**config.mk**
```make
export PLATFORM = sky130hd
export DESIGN_NAME = hex_keypad_scanner_flat
export DESIGN_NICKNAME = d
export VERILOG_FILES = /design/src/rtl/hex_keypad_pkg.sv /design/src/rtl/hex_keypad_scanner_if.sv /design/src/rtl/hex_keypad_scanner_row_sync.sv /design/src/rtl/hex_keypad_scanner.sv /design/src/flat_wrapper.sv
export SDC_FILE = /design/constraint.sdc
export NUM_CORES = 1
export LEC_CHECK = 0
export CORE_ASPECT_RATIO = 0.5
export CORE_MARGIN = 2
export CORE_UTILIZATION = 56
export DETAILED_ROUTE_END_ITERATION = 12
export PLACE_DENSITY = 0.87
export SYNTH_ARGS = -nofsm -noshare
export SYNTH_HDL_FRONTEND = slang
export SYNTH_SLANG_ARGS = --single-unit
```
**constraint.sdc**
```tcl
create_clock -name clock -period 2.32 [get_ports clock]
set_input_delay 0.696 -clock clock [delete_from_list [all_inputs] [get_ports clock]]
set_output_delay 0.696 -clock clock [all_outputs]
set_load 0.05 [all_outputs]
```
**src/rtl/hex_keypad_pkg.sv**
```systemverilog
// Shared types and helpers for the hex keypad scanner: FSM states,
// matrix dimensions, key-map lookup and small decode helpers.
package hex_keypad_pkg;

   localparam int ROW_W     = 4;
   localparam int COL_W     = 4;
   localparam int COL_IDX_W = $clog2(COL_W);
   localparam int ROW_IDX_W = $clog2(ROW_W);

   typedef enum logic [1:0] {
      SCAN     = 2'd0,
      PRESS_DB = 2'd1,
      HELD     = 2'd2,
      REL_DB   = 2'd3
   } scan_state_t;

   // Key at matrix position {row, col} to its hex digit.
   function automatic logic [3:0] key_map(input logic [ROW_IDX_W-1:0] row,
                                          input logic [COL_IDX_W-1:0] col);
      logic [3:0] code_s;
      case ({row, col})
         4'd0:    code_s = 4'h1;
         4'd1:    code_s = 4'h2;
         4'd2:    code_s = 4'h3;
         4'd3:    code_s = 4'hA;
         4'd4:    code_s = 4'h4;
         4'd5:    code_s = 4'h5;
         4'd6:    code_s = 4'h6;
         4'd7:    code_s = 4'hB;
         4'd8:    code_s = 4'h7;
         4'd9:    code_s = 4'h8;
         4'd10:   code_s = 4'h9;
         4'd11:   code_s = 4'hC;
         4'd12:   code_s = 4'hE;
         4'd13:   code_s = 4'h0;
         4'd14:   code_s = 4'hF;
         4'd15:   code_s = 4'hD;
         default: code_s = 4'h0;
      endcase
      return code_s;
   endfunction

   // Lowest-index row reading low; ties within a column go to the lowest row.
   function automatic logic [ROW_IDX_W-1:0] lowest_low_row(input logic [ROW_W-1:0] rows);
      logic [ROW_IDX_W-1:0] idx_s;
      if (!rows[0]) begin
         idx_s = 2'd0;
      end else if (!rows[1]) begin
         idx_s = 2'd1;
      end else if (!rows[2]) begin
         idx_s = 2'd2;
      end else begin
         idx_s = 2'd3;
      end
      return idx_s;
   endfunction

   // Active-low one-cold column drive for a column index.
   function automatic logic [COL_W-1:0] col_drive(input logic [COL_IDX_W-1:0] col);
      return ~(4'b0001 << col);
   endfunction

endpackage

```
**src/rtl/hex_keypad_scanner_if.sv**
```systemverilog
// Key handshake bundle between the keypad scanner (master) and a digit consumer (slave).
interface hex_keypad_scanner_if;

   logic [3:0] key_code;
   logic       key_valid;
   logic       key_ack;
   logic       key_down;
   logic       overrun;

   modport master (
      output key_code,
      output key_valid,
      output key_down,
      output overrun,
      input  key_ack
   );

   modport slave (
      input  key_code,
      input  key_valid,
      input  key_down,
      input  overrun,
      output key_ack
   );

endinterface

```
**src/rtl/hex_keypad_scanner_row_sync.sv**
```systemverilog
// Two-flop synchronizer for the asynchronous keypad rows; idles at all-ones
// (no key) so reset never looks like a press.
module keypad_row_sync
   import hex_keypad_pkg::*;
(
   input  logic             clock,
   input  logic             reset,
   input  logic [ROW_W-1:0] row_in,
   output logic [ROW_W-1:0] rs
);

   logic [ROW_W-1:0] meta_r;
   logic [ROW_W-1:0] sync_r;

   // Two-stage capture of the raw rows into the clock domain.
   always_ff @(posedge clock) begin
      if (reset) begin
         meta_r <= {ROW_W{1'b1}};
         sync_r <= {ROW_W{1'b1}};
      end else begin
         meta_r <= row_in;
         sync_r <= meta_r;
      end
   end

   assign rs = sync_r;

endmodule

```
**src/rtl/hex_keypad_scanner.sv**
```systemverilog
// 4x4 keypad scanner: rotates an active-low column drive, latches the first
// low row found at the end of a column dwell, debounces press and release on
// that single key, and hands the hex digit out with a valid/ack handshake.
module hex_keypad_scanner
   import hex_keypad_pkg::*;
#(
   parameter int SCAN_DIV        = 1000,
   parameter int DEBOUNCE_CYCLES = 50000
) (
   input  logic                 clock,
   input  logic                 reset,
   input  logic [ROW_W-1:0]     row_in,
   output logic [COL_W-1:0]     col_out,
   hex_keypad_scanner_if.master kp
);

   localparam int CNT_MAX = (SCAN_DIV > DEBOUNCE_CYCLES) ? SCAN_DIV : DEBOUNCE_CYCLES;
   localparam int CNT_W   = $clog2(CNT_MAX + 1);

   localparam logic [CNT_W-1:0] SCAN_LAST = CNT_W'(SCAN_DIV - 1);
   localparam logic [CNT_W-1:0] DB_LAST   = CNT_W'(DEBOUNCE_CYCLES - 1);
   localparam logic [CNT_W-1:0] CNT_ZERO  = CNT_W'(0);
   localparam logic [CNT_W-1:0] CNT_ONE   = CNT_W'(1);

   logic [ROW_W-1:0]     rs_s;
   scan_state_t          state_r;
   logic [CNT_W-1:0]     cnt_r;
   logic [COL_IDX_W-1:0] col_r;
   logic [ROW_IDX_W-1:0] row_r;
   logic [COL_W-1:0]     col_out_r;
   logic [3:0]           key_code_r;
   logic                 key_valid_r;
   logic                 key_down_r;
   logic                 overrun_r;

   logic                 row_level_s;
   logic [COL_IDX_W-1:0] next_col_s;
   logic                 accept_s;

   keypad_row_sync u_row_sync (
      .clock  (clock),
      .reset  (reset),
      .row_in (row_in),
      .rs     (rs_s)
   );

   // Level of the latched row, the following column, and the press-accept strobe.
   always_comb begin
      row_level_s = rs_s[row_r];
      next_col_s  = col_r + 2'd1;
      if ((state_r == PRESS_DB) && !row_level_s && (cnt_r == DB_LAST)) begin
         accept_s = 1'b1;
      end else begin
         accept_s = 1'b0;
      end
   end

   // Scan/debounce FSM with its counters, column drive and key handshake.
   always_ff @(posedge clock) begin
      if (reset) begin
         state_r     <= SCAN;
         cnt_r       <= CNT_ZERO;
         col_r       <= 2'd0;
         row_r       <= 2'd0;
         col_out_r   <= 4'b1110;
         key_code_r  <= 4'h0;
         key_valid_r <= 1'b0;
         key_down_r  <= 1'b0;
         overrun_r   <= 1'b0;
      end else begin
         case (state_r)
            SCAN: begin
               if (cnt_r == SCAN_LAST) begin
                  cnt_r <= CNT_ZERO;
                  if (rs_s != 4'b1111) begin
                     // Column drive stays on the latched column until release.
                     row_r   <= lowest_low_row(rs_s);
                     state_r <= PRESS_DB;
                  end else begin
                     col_r     <= next_col_s;
                     col_out_r <= col_drive(next_col_s);
                  end
               end else begin
                  cnt_r <= cnt_r + CNT_ONE;
               end
            end
            PRESS_DB: begin
               if (!row_level_s) begin
                  if (cnt_r == DB_LAST) begin
                     cnt_r      <= CNT_ZERO;
                     key_down_r <= 1'b1;
                     state_r    <= HELD;
                  end else begin
                     cnt_r <= cnt_r + CNT_ONE;
                  end
               end else begin
                  // Press did not survive debounce: resume scanning after it.
                  cnt_r     <= CNT_ZERO;
                  col_r     <= next_col_s;
                  col_out_r <= col_drive(next_col_s);
                  state_r   <= SCAN;
               end
            end
            HELD: begin
               if (row_level_s) begin
                  cnt_r   <= CNT_ZERO;
                  state_r <= REL_DB;
               end else begin
                  cnt_r <= CNT_ZERO;
               end
            end
            REL_DB: begin
               if (row_level_s) begin
                  if (cnt_r == DB_LAST) begin
                     cnt_r      <= CNT_ZERO;
                     key_down_r <= 1'b0;
                     col_r      <= next_col_s;
                     col_out_r  <= col_drive(next_col_s);
                     state_r    <= SCAN;
                  end else begin
                     cnt_r <= cnt_r + CNT_ONE;
                  end
               end else begin
                  // Any bounce back low restarts the release count.
                  cnt_r <= CNT_ZERO;
               end
            end
            default: begin
               cnt_r     <= CNT_ZERO;
               col_r     <= 2'd0;
               col_out_r <= 4'b1110;
               state_r   <= SCAN;
            end
         endcase

         // First unacknowledged key wins; a same-cycle ack makes room for the new one.
         if (accept_s) begin
            if (!key_valid_r || kp.key_ack) begin
               key_code_r  <= key_map(row_r, col_r);
               key_valid_r <= 1'b1;
            end else begin
               overrun_r <= 1'b1;
            end
         end else if (kp.key_ack && key_valid_r) begin
            key_valid_r <= 1'b0;
            overrun_r   <= 1'b0;
         end else begin
            key_valid_r <= key_valid_r;
         end
      end
   end

   assign col_out      = col_out_r;
   assign kp.key_code  = key_code_r;
   assign kp.key_valid = key_valid_r;
   assign kp.key_down  = key_down_r;
   assign kp.overrun   = overrun_r;

endmodule
```
**src/flat_wrapper.sv**
```systemverilog
// flat-port wrapper written by rule: the top's interface ports become plain ports
module hex_keypad_scanner_flat import hex_keypad_pkg::*;
#(
   parameter int SCAN_DIV        = 1000,
   parameter int DEBOUNCE_CYCLES = 50000
)
  (clock, reset, row_in, col_out, kp_key_code, kp_key_valid, kp_key_down, kp_overrun, kp_key_ack);
  hex_keypad_scanner_if kp_i ();
  input  logic clock;
  input  logic reset;
  input  logic [ROW_W-1:0] row_in;
  output logic [COL_W-1:0] col_out;
  output wire logic [$bits(kp_i.key_code)-1:0] kp_key_code;
  output wire logic [$bits(kp_i.key_valid)-1:0] kp_key_valid;
  output wire logic [$bits(kp_i.key_down)-1:0] kp_key_down;
  output wire logic [$bits(kp_i.overrun)-1:0] kp_overrun;
  input wire logic [$bits(kp_i.key_ack)-1:0] kp_key_ack;
  assign kp_key_code = kp_i.key_code;
  assign kp_key_valid = kp_i.key_valid;
  assign kp_key_down = kp_i.key_down;
  assign kp_overrun = kp_i.overrun;
  assign kp_i.key_ack = kp_key_ack;
  hex_keypad_scanner #(.SCAN_DIV(SCAN_DIV), .DEBOUNCE_CYCLES(DEBOUNCE_CYCLES)) u_core (.clock(clock), .reset(reset), .row_in(row_in), .col_out(col_out), .kp(kp_i));
endmodule
```
==> results of run 1 <==
worst register-to-register path, stage by stage (launching register included):
cell     delay (ns)
dfxtp_1        0.35
mux4_2         0.64
a32o_1         0.29
a31oi_4        0.30
mux2_1         0.36
state kept, by name, summed over array words and instances, names as in the netlist, named ones only:
| signal | flops |
|---|---|
| u_core.col_r | 2 |
| u_core.row_r | 2 |
| u_core.kp.key_valid | 1 |
| u_core.kp.key_code | 4 |
| u_core.u_row_sync.rs | 4 |
| u_core.kp.overrun | 1 |
| u_core.u_row_sync.meta_r | 4 |
| u_core.cnt_r | 16 |
| u_core.kp.key_down | 1 |
| u_core.col_out | 4 |
| u_core.state_r | 1 |
per-layer routing:
metal | GRT usage [%] | wire length [um] | vias to the layer above
met3 | 5.376 | 130 | 14
met2 | 30.83 | 1635 | 34
li1 | - | - | 763
met1 | 24.45 | 1651 | 705
met4 | 11.52 | 108 | 0
met5 | 0 | 0 | -
kinds of logic after synthesis:
logic type / count (synthesis)
and+or+nand+nor: 94
DFF: 41
AOI/OAI and AO/OA: 23
buffers and inverters: 16
xor gates and xnor gates: 15
muxes: 14
adders and majority gates: 8
cells in the final DEF, fill, tap and decap left out, types with 6 or more instances in the layout:
| cell type | count |
|---|---|
| nand3_1 | 10 |
| xnor2_1 | 9 |
| inv_1 | 8 |
| nor2_1 | 31 |
| a21oi_1 | 6 |
| buf_4 | 6 |
| or2_2 | 8 |
| nor2b_1 | 6 |
| dfxtp_1 | 41 |
| clkdlybuf4s50_1 | 17 |
| ha_1 | 7 |
| mux2i_1 | 10 |
| xor2_1 | 6 |
| nand2_1 | 11 |
power by group through the flow:
stage / sequential [mW] / combinational (mW) / clock (mW)
2_1_floorplan: 0.744 / 0.0422 / 0
3_3_place_gp: 0.739 / 0.0626 / 0
3_5_place_dp: 0.741 / 0.0643 / 0
4_1_cts: 0.724 / 0.0650 / 0.585
5_1_grt: 0.726 / 0.0715 / 0.608
6_report: 0.724 / 0.0650 / 0.572
final cells by class:
class	instances	area (um2)	share of cell area [%]
clock buffer	6	72.57	3.150
clock inverter	2	38.79	1.684
inverter	8	30.03	1.304
multi-input combinational	154	1062	46.12
sequential	41	820.8	35.63
tap	51	63.81	2.770
timing repair buffer	23	215.2	9.343
what timing repair did:
item                                    in CTS  in global routing
resized for setup                            0                  1
endpoints found under the setup margin       0                  2
hold buffers                                 0                  0
per-stage QoR:
| stage | total power, mW | area [um2] |
|---|---|---|
| 6_report | 1.361 | 2303 |
| 2_1_floorplan | 0.7862 | 1991 |
| 3_5_place_dp | 0.8049 | 2191 |
| 3_3_place_gp | 0.8020 | 2191 |
| 4_1_cts | 1.374 | 2302 |
| 5_1_grt | 1.405 | 2303 |
worst paths after layout:
path,start,slack (ns),to
hold / removal,u_core.u_row_sync.meta_r[0],0.42,u_core.u_row_sync.rs[0]
setup / recovery,u_core.kp.overrun,0.15,kp_overrun
hold reg to reg,u_core.u_row_sync.meta_r[0],0.42,u_core.u_row_sync.rs[0]
setup reg to reg,u_core.row_r[0],0.27,u_core.col_r[0]
==> flow_metrics.py, run 1 <==
metrics = {
    "placement": {
        "hpwl_mm": 2.496,
        "gp_congestion": 0.8669,
        "pre_cts_ws_ns": 0.09765,
        "portBuffers": 17,
        "dpl.cell_count": 277,
    },
    "cts": {
        "cts_buffers": 5,
        "cts-root-buf": "clkbuf_8",
        "worstSkewPairLatency_ns": 0.30,
        "h-tree-depth": 2,
        "cts_sinks": 41,
        "post_cts_buffers": 0,
        "path_clk_slew_ns": 0.08,
        "clockBufferDepth": 2,
        "cts_tree": "done",
    },
    "worst_setup_path": {
        "crit_fanout": 3,
        "crit_type": "reg -> out",
        "reg2reg_depth": 4,
        "end_kind": "output pin",
        "critPathMaxStageDelay_ns": 0.82,
        "cp_top_family": "buffers and inverters",
        "startpoint_type": "flip-flop",
        "crit_arrival_ns": 1.47,
        "worst_ep_required_time_ns": 1.62,
        "path_cells": "clkdlybuf4s50_1",
        "path_depth": 1,
        "crit_buf_inv": 1,
        "crit_path_top_delay_cell": "clkdlybuf4s50_1",
    },
    "pwr": {
        "p_sw_share_pct": 21.43,
        "seqPwrFrac_pct": 53.2,
        "max-vdd-ir-drop_mv": 0.3537,
        "p_sw_mw": 0.2918,
        "p_leak_nw": 0.8806,
        "p_int_mw": 1.069,
        "p_comb_share_pct": 4.8,
        "pwr-share-clk_pct": 42.0,
        "powerDensity_nw_per_um2": 590.9,
    },
    "logic_synthesis": {
        "synth_largest_area_cell": "dfxtp_1",
        "yosysMostFrequentCell": "dfxtp_1",
        "synth_adder_area_share_pct": 4.903,
        "avgSynthCellArea_um2": 9.434,
        "yosysSeqAreaShare_pct": 41.23,
        "synth-simple-area-share_pct": 25.02,
        "synth_nets": 225,
        "synth-edff-count": 0,
        "ys_ff_latch": 41,
        "synth_common_cells": "41 x dfxtp_1, 31 x nor2_1, 11 x nand2_1",
        "synth-xor-area-share_pct": 6.600,
        "syn_inst": 211,
        "yosys-mux-area-fraction_pct": 7.857,
        "synth_area_um2": 1991,
        "synthFlopType": "dfxtp_1",
        "synth_top_area_share_pct": 41.23,
        "synth_compound_area_share_pct": 8.925,
        "synth_warnings": 0,
        "ys_types": 49,
        "synth_area_leaders": "dfxtp_1 41%, nor2_1 5.8%, mux2i_1 5.0%, ha_1 4.4%, xnor2_1 4.0%",
        "synthArstFlopShare_pct": 0,
        "synth_top_family_by_area": "simple AND/OR/NAND/NOR gates",
    },
    "outcome": {
        "status": "complete, no violations",
    },
    "finish": {
        "diodes": 0,
        "layout-drive-gt1-share_pct": 15.38,
        "syn2layout_area_growth_pct": 15.71,
        "fillers": 256,
        "final_nets": 247,
        "fin_util_pct": 67.44,
        "instances_no_fill": 285,
    },
    "drt": {
        "firstDrtPassIters": 6,
        "wl_mm": 3.525,
        "vias_per_cell": 5.319,
        "drt-initial-drc-count": 137,
        "ant_nets": 0,
        "drt-wirelength-per-cell_um": 12.37,
        "vias": 1516,
        "drc": 0,
    },
    "timing": {
        "tightest_slew_ns": 0.5066,
        "fin_skew_ns": 0.008848,
        "holdWs_ns": 0.4161,
        "max_freq_ghz": 0.4616,
        "period_minus_slack_ns": 2.166,
        "setup_violations": 0,
        "hold_viol_final": 0,
        "slew_headroom_pct": 66.12,
        "period_share_pct": 93.37,
        "rsz0062_at_grt": "false",
        "drv_slew": 0,
        "setup-tns-final_ns": 0,
        "finalWorstSetupSlack_ns": 0.1537,
    },
    "global_route": {
        "grt_pass1_vias": 1353,
        "antenna_found_initial": 0,
        "grt-ovfl-total": 0,
        "grt_usage_pct": 19.50,
        "grt_pass1_wl_mm": 5.906,
        "grt_max_degree": 27,
    },
    "die": {
        "die_h_um": 46.16,
        "core_area_um2": 3416,
        "num_rows": 15,
        "fp.dieW_um": 88.32,
        "die_area_um2": 4077,
        "start_util_pct": 58.28,
        "ioPinCount": 18,
    },
    "hold_path": {
        "hold_path.class": "reg -> reg",
        "holdPathStages": 1,
    },
    "run": {
        "cap_violations": 0,
    },
}
Note: power is estimated with default switching activity, not from simulation.
==> inputs of run 2 (changes only) <==
--- a/config.mk
+++ b/config.mk
@@ -7,9 +7,10 @@
 export LEC_CHECK = 0
 export CORE_ASPECT_RATIO = 0.5
 export CORE_MARGIN = 2
-export CORE_UTILIZATION = 56
+export CORE_UTILIZATION = 59
+export CTS_BUF_LIST = sky130_fd_sc_hd__clkbuf_8
 export DETAILED_ROUTE_END_ITERATION = 12
-export PLACE_DENSITY = 0.87
+export PLACE_DENSITY = 0.9
 export SYNTH_ARGS = -nofsm -noshare
 export SYNTH_HDL_FRONTEND = slang
 export SYNTH_SLANG_ARGS = --single-unit
==> constraint.sdc (replaced) <==
create_clock -name clock -period 2.32 [get_ports clock]
set_input_delay 0.696 -clock clock [delete_from_list [all_inputs] [get_ports clock]]
set_output_delay 0.696 -clock clock [all_outputs]
set_load 0.02 [all_outputs]
==> flow_metrics.py, run 2 (same netlist as run 1, synthesis figures left out) <==
metrics = {
    "finish": {
        "regMostFlops": "u_core.cnt_r",
        "syn2layout_area_growth_pct": 15.40,
        "final_area_um2": 2297,
        "layout-drive-gt1-share_pct": 15.38,
        "instances_no_fill": 274,
        "diodes": 0,
        "final_nets": 247,
        "mostFrequentLayoutCell": "dfxtp_1",
        "largest_reg_flops": 16,
        "final_cell_mix": "41 x dfxtp_1, 31 x nor2_1, 17 x clkdlybuf4s50_1",
    },
    "worst_setup_path": {
        "crit_arrival_ns": 2.28,
        "worst_ep_required_time_ns": 2.49,
        "r2r_slack_ns": 0.21,
        "reg2reg_depth": 6,
        "crit_type": "reg -> reg",
        "timing.rr.end": "u_core.cnt_r[6]",
        "startpoint_type": "flip-flop",
        "end_kind": "flip-flop",
        "crit_fanout": 16,
        "r2r_start": "u_core.cnt_r[5]",
    },
    "pwr": {
        "seqPwrFrac_pct": 52.0,
        "powerDensity_nw_per_um2": 606.1,
        "pwr-share-clk_pct": 43.5,
        "p_comb_share_pct": 4.5,
        "p_sw_share_pct": 21.19,
        "p_int_mw": 1.097,
        "p_sw_mw": 0.2951,
        "max-vdd-ir-drop_mv": 0.3416,
        "p_leak_nw": 0.8811,
    },
    "hold_path": {
        "holdPathStages": 1,
        "hold_path.class": "reg -> reg",
        "holdPathEnd": "u_core.u_row_sync.rs[0]",
        "worstHoldStart": "u_core.u_row_sync.meta_r[0]",
    },
    "run": {
        "cap_violations": 0,
    },
    "placement": {
        "portBuffers": 17,
        "dpl.cell_count": 266,
        "gp_congestion": 0.7838,
        "placedInstanceArea_um2": 2177,
        "hpwl_mm": 2.711,
    },
    "drt": {
        "drt-wirelength-per-cell_um": 14.97,
        "drc": 0,
        "drt-initial-drc-count": 127,
        "vias_per_cell": 5.785,
        "vias": 1585,
        "ant_nets": 0,
        "wl_mm": 4.101,
        "firstDrtPassIters": 4,
    },
    "die": {
        "ioPinCount": 18,
        "start_util_pct": 64.20,
        "die_area_um2": 3883,
        "core_area_um2": 3100,
        "die_h_um": 45.08,
        "num_rows": 14,
        "fp.dieW_um": 86.15,
    },
    "timing": {
        "hold_viol_final": 0,
        "period_minus_slack_ns": 2.111,
        "rsz0062_at_grt": "false",
        "max_freq_ghz": 0.4736,
        "setup_violations": 0,
        "setup-tns-final_ns": 0,
        "period_share_pct": 91.00,
        "drv_slew": 0,
        "fin_skew_ns": 0.005732,
        "tightest_slew_ns": 0.5933,
        "slew_headroom_pct": 60.40,
    },
    "cts": {
        "post_cts_buffers": 0,
        "worstSkewPairLatency_ns": 0.30,
        "ctsResizeCount": 0,
        "ctsHoldBuffers": 0,
        "cts_sinks": 41,
        "cts-root-buf": "clkbuf_8",
        "cts_buffers": 5,
        "cts_tree": "done",
        "clockBufferDepth": 2,
        "path_clk_slew_ns": 0.08,
        "h-tree-depth": 2,
    },
    "global_route": {
        "grt_pass1_vias": 1512,
        "grt-ovfl-total": 0,
        "antenna_found_initial": 0,
        "grt_usage_pct": 23.74,
        "grt_max_degree": 22,
        "grt_pass1_wl_mm": 6.872,
    },
    "outcome": {
        "status": "complete, no violations",
    },
}
## run 2: layout make-up
cell class                 instances  area (um2)
tap                               40       50.05
timing repair buffer              23       215.2
clock inverter                     2       37.54
multi-input combinational        154        1061
fill                             195       803.3
inverter                           8       30.03
sequential                        41       820.8
clock buffer                       6       82.58
## run 2: worst max path at each step
stage                          start                    end  depth (start not counted)  slack (ns)
finish               u_core.cnt_r[5]        u_core.cnt_r[6]                          6        0.21
detailed placement        kp_key_ack  u_core.kp.key_code[2]                          5        0.12
global placement          kp_key_ack  u_core.kp.key_code[1]                          5        0.17
CTS                  u_core.row_r[0]        u_core.col_r[0]                          4        0.22
floorplan            u_core.row_r[0]      u_core.col_out[0]                          6        0.30
global route        u_core.cnt_r[11]        u_core.cnt_r[6]                          5        0.04
## run 2: metrics by stage
stage	setup slack [ns]	total power, mW	util (%)	hold WS, ns
after floorplan	0.3018	0.7825	-	0.3895
after global placement	0.1664	0.7992	70.22	0.3915
after detailed placement	0.1189	0.8027	70.22	0.4053
after CTS	0.2177	1.395	74.09	0.4231
after global routing	0.04368	1.429	74.09	0.4359
final	0.2087	1.392	74.09	0.4194
## run 2: power groups by stage
stage          clock network [mW]  registers [mW]  logic, mW
2_1_floorplan                   0           0.740     0.0422
3_3_place_gp                    0           0.739     0.0599
3_5_place_dp                    0           0.741     0.0621
4_1_cts                     0.607           0.724     0.0632
5_1_grt                     0.632           0.726     0.0711
6_report                    0.605           0.724     0.0629
## run 2: metal layers
layer	wire length, um	track usage (%)	vias to the layer above
met1	1815	27.18	752
met4	101	11.75	0
met5	0	0	-
met3	242	4.936	12
met2	1942	43.72	57
li1	-	-	764
## run 2: critical path: stages (launching register included)
cell,delay [ns]
dfxtp_1,0.41
nand3_1,0.22
nor4_1,0.32
buf_4,0.17
and2_1,0.20
o32a_1,0.54
nor2_1,0.11
==> inputs of run 3 (changes only) <==
==> constraint.sdc (replaced) <==
create_clock -name clock -period 2 [get_ports clock]
set_input_delay 0.6 -clock clock [delete_from_list [all_inputs] [get_ports clock]]
set_output_delay 0.6 -clock clock [all_outputs]
set_load 0.02 [all_outputs]
==> flow_metrics.py, run 3 (same netlist as run 1, synthesis figures left out) <==
metrics = {
    "pwr": {
        "p_leak_nw": 0.9553,
        "p_sw_share_pct": 20.95,
        "p_comb_share_pct": 5.1,
        "max-vdd-ir-drop_mv": 0.3400,
        "p_int_mw": 1.275,
        "powerDensity_nw_per_um2": 667.4,
        "p_sw_mw": 0.3379,
        "pwr-share-clk_pct": 42.8,
        "seqPwrFrac_pct": 52.1,
        "fin_total_pwr_mw": 1.613,
    },
    "timing": {
        "hold_viol_final": 0,
        "period_share_pct": 95.66,
        "tightest_slew_ns": 0.4221,
        "period_minus_slack_ns": 1.913,
        "slew_headroom_pct": 71.64,
        "setup_violations": 0,
        "fin_skew_ns": 0.006096,
        "max_freq_ghz": 0.5227,
        "setup-tns-final_ns": 0,
        "drv_slew": 0,
    },
    "worst_setup_path": {
        "crit_arrival_ns": 2.14,
        "crit_fanout": 8,
        "crit_type": "reg -> reg",
        "startpoint_type": "flip-flop",
        "worst_ep_required_time_ns": 2.22,
        "end_kind": "flip-flop",
    },
    "die": {
        "fp.dieW_um": 86.15,
        "core_area_um2": 3100,
        "num_rows": 14,
        "die_h_um": 45.08,
        "ioPinCount": 18,
        "start_util_pct": 64.20,
        "die_area_um2": 3883,
    },
    "finish": {
        "regMostFlops": "u_core.cnt_r",
        "mostFrequentLayoutCell": "dfxtp_1",
        "layout-drive-gt1-share_pct": 21.63,
        "largest_reg_flops": 16,
        "diodes": 0,
        "final_nets": 258,
        "final_cell_mix": "40 x dfxtp_1, 31 x nor2_1, 17 x clkdlybuf4s50_1",
        "syn2layout_area_growth_pct": 21.37,
    },
    "cts": {
        "cts_sinks": 41,
        "cts_buffers": 5,
        "h-tree-depth": 2,
        "worstSkewPairLatency_ns": 0.29,
        "cts_tree": "done",
        "path_clk_slew_ns": 0.08,
        "cts-root-buf": "clkbuf_8",
        "clockBufferDepth": 2,
    },
    "drt": {
        "ant_nets": 0,
        "vias_per_cell": 5.674,
        "dr_wl_met3_um": 243,
        "drc": 0,
        "drt-initial-drc-count": 119,
        "maxUsedRoutingLayer": "met4",
        "firstDrtPassIters": 5,
        "wl_met2_mm": 2.004,
        "wl_mm": 4.229,
        "wl_met1_mm": 1.856,
        "vias": 1617,
        "drt-wirelength-per-cell_um": 14.84,
    },
    "hold_path": {
        "hold_path.class": "reg -> reg",
    },
    "placement": {
        "portBuffers": 17,
        "hpwl_mm": 2.874,
        "gp_congestion": 0.7959,
    },
    "global_route": {
        "grt_usage_pct": 23.24,
        "grt_max_degree": 27,
        "grt-ovfl-total": 0,
        "grt_pass1_vias": 1507,
        "antenna_found_initial": 0,
        "grt_pass1_wl_mm": 6.831,
    },
    "run": {
        "cap_violations": 0,
    },
    "outcome": {
        "status": "complete, no violations",
    },
}
run 3: power groups by stage:
| stage | clock, mW | sequential [mW] | combinational (mW) |
|---|---|---|---|
| 2_1_floorplan | 0 | 0.859 | 0.0491 |
| 3_3_place_gp | 0 | 0.857 | 0.0744 |
| 3_5_place_dp | 0 | 0.859 | 0.0783 |
| 4_1_cts | 0.687 | 0.840 | 0.0799 |
| 5_1_grt | 0.721 | 0.841 | 0.0889 |
| 6_report | 0.691 | 0.840 | 0.0818 |
run 3: per-layer routing:
| metal | up-vias | track usage [%] |
|---|---|---|
| li1 | 787 | - |
| met1 | 756 | 27.03 |
| met2 | 58 | 40.93 |
| met3 | 16 | 6.399 |
| met4 | 0 | 11.43 |
| met5 | - | 0 |
run 3: what timing repair did:
| action | CTS | global route |
|---|---|---|
| gates resized for setup | 0 | 4 |
| hold buffers | 0 | 0 |
| buffers inserted | 0 | 1 |
| endpoints found under the setup margin | 0 | 27 |
run 3: area by class of cell:
type	count	area [um2]
clock inverters	2	33.78
fillers	185	684.4
inverters	8	30.03
repair buffers	34	310.3
flip-flops and latches	41	822.0
clock buffers	6	82.58
well taps	40	50.05
multi-input cells	154	1087
run 3: stage by stage:
stage,cell area [um2],hold WS [ns],std cells,utilization (%),setup WS (ns)
global placement,2275,0.3920,276,73.37,-0.01406
CTS,2391,0.4142,284,77.12,0.004841
floorplan,2001,0.3895,211,-,-0.0004610
detailed placement,2275,0.3968,276,73.37,-0.05037
global route,2416,0.4307,285,77.93,-0.005640
finish,2416,0.4117,285,77.93,0.08682
run 3: worst paths after layout:
path | to | depth (start not counted) | from | slack [ns]
setup / recovery | u_core.col_r[1] | 5 | u_core.row_r[0] | 0.09
hold / removal | u_core.u_row_sync.rs[1] | 1 | u_core.u_row_sync.meta_r[1] | 0.41
setup reg to reg | u_core.col_r[1] | 5 | u_core.row_r[0] | 0.09
hold reg to reg | u_core.u_row_sync.rs[1] | 1 | u_core.u_row_sync.meta_r[1] | 0.41
run 3: critical path, stage by stage (launching register included):
cell and delay (ns):
dfxtp_2 0.34, mux4_2 0.60, a32o_2 0.28, a31oi_4 0.21, buf_4 0.20, mux2i_1 0.21
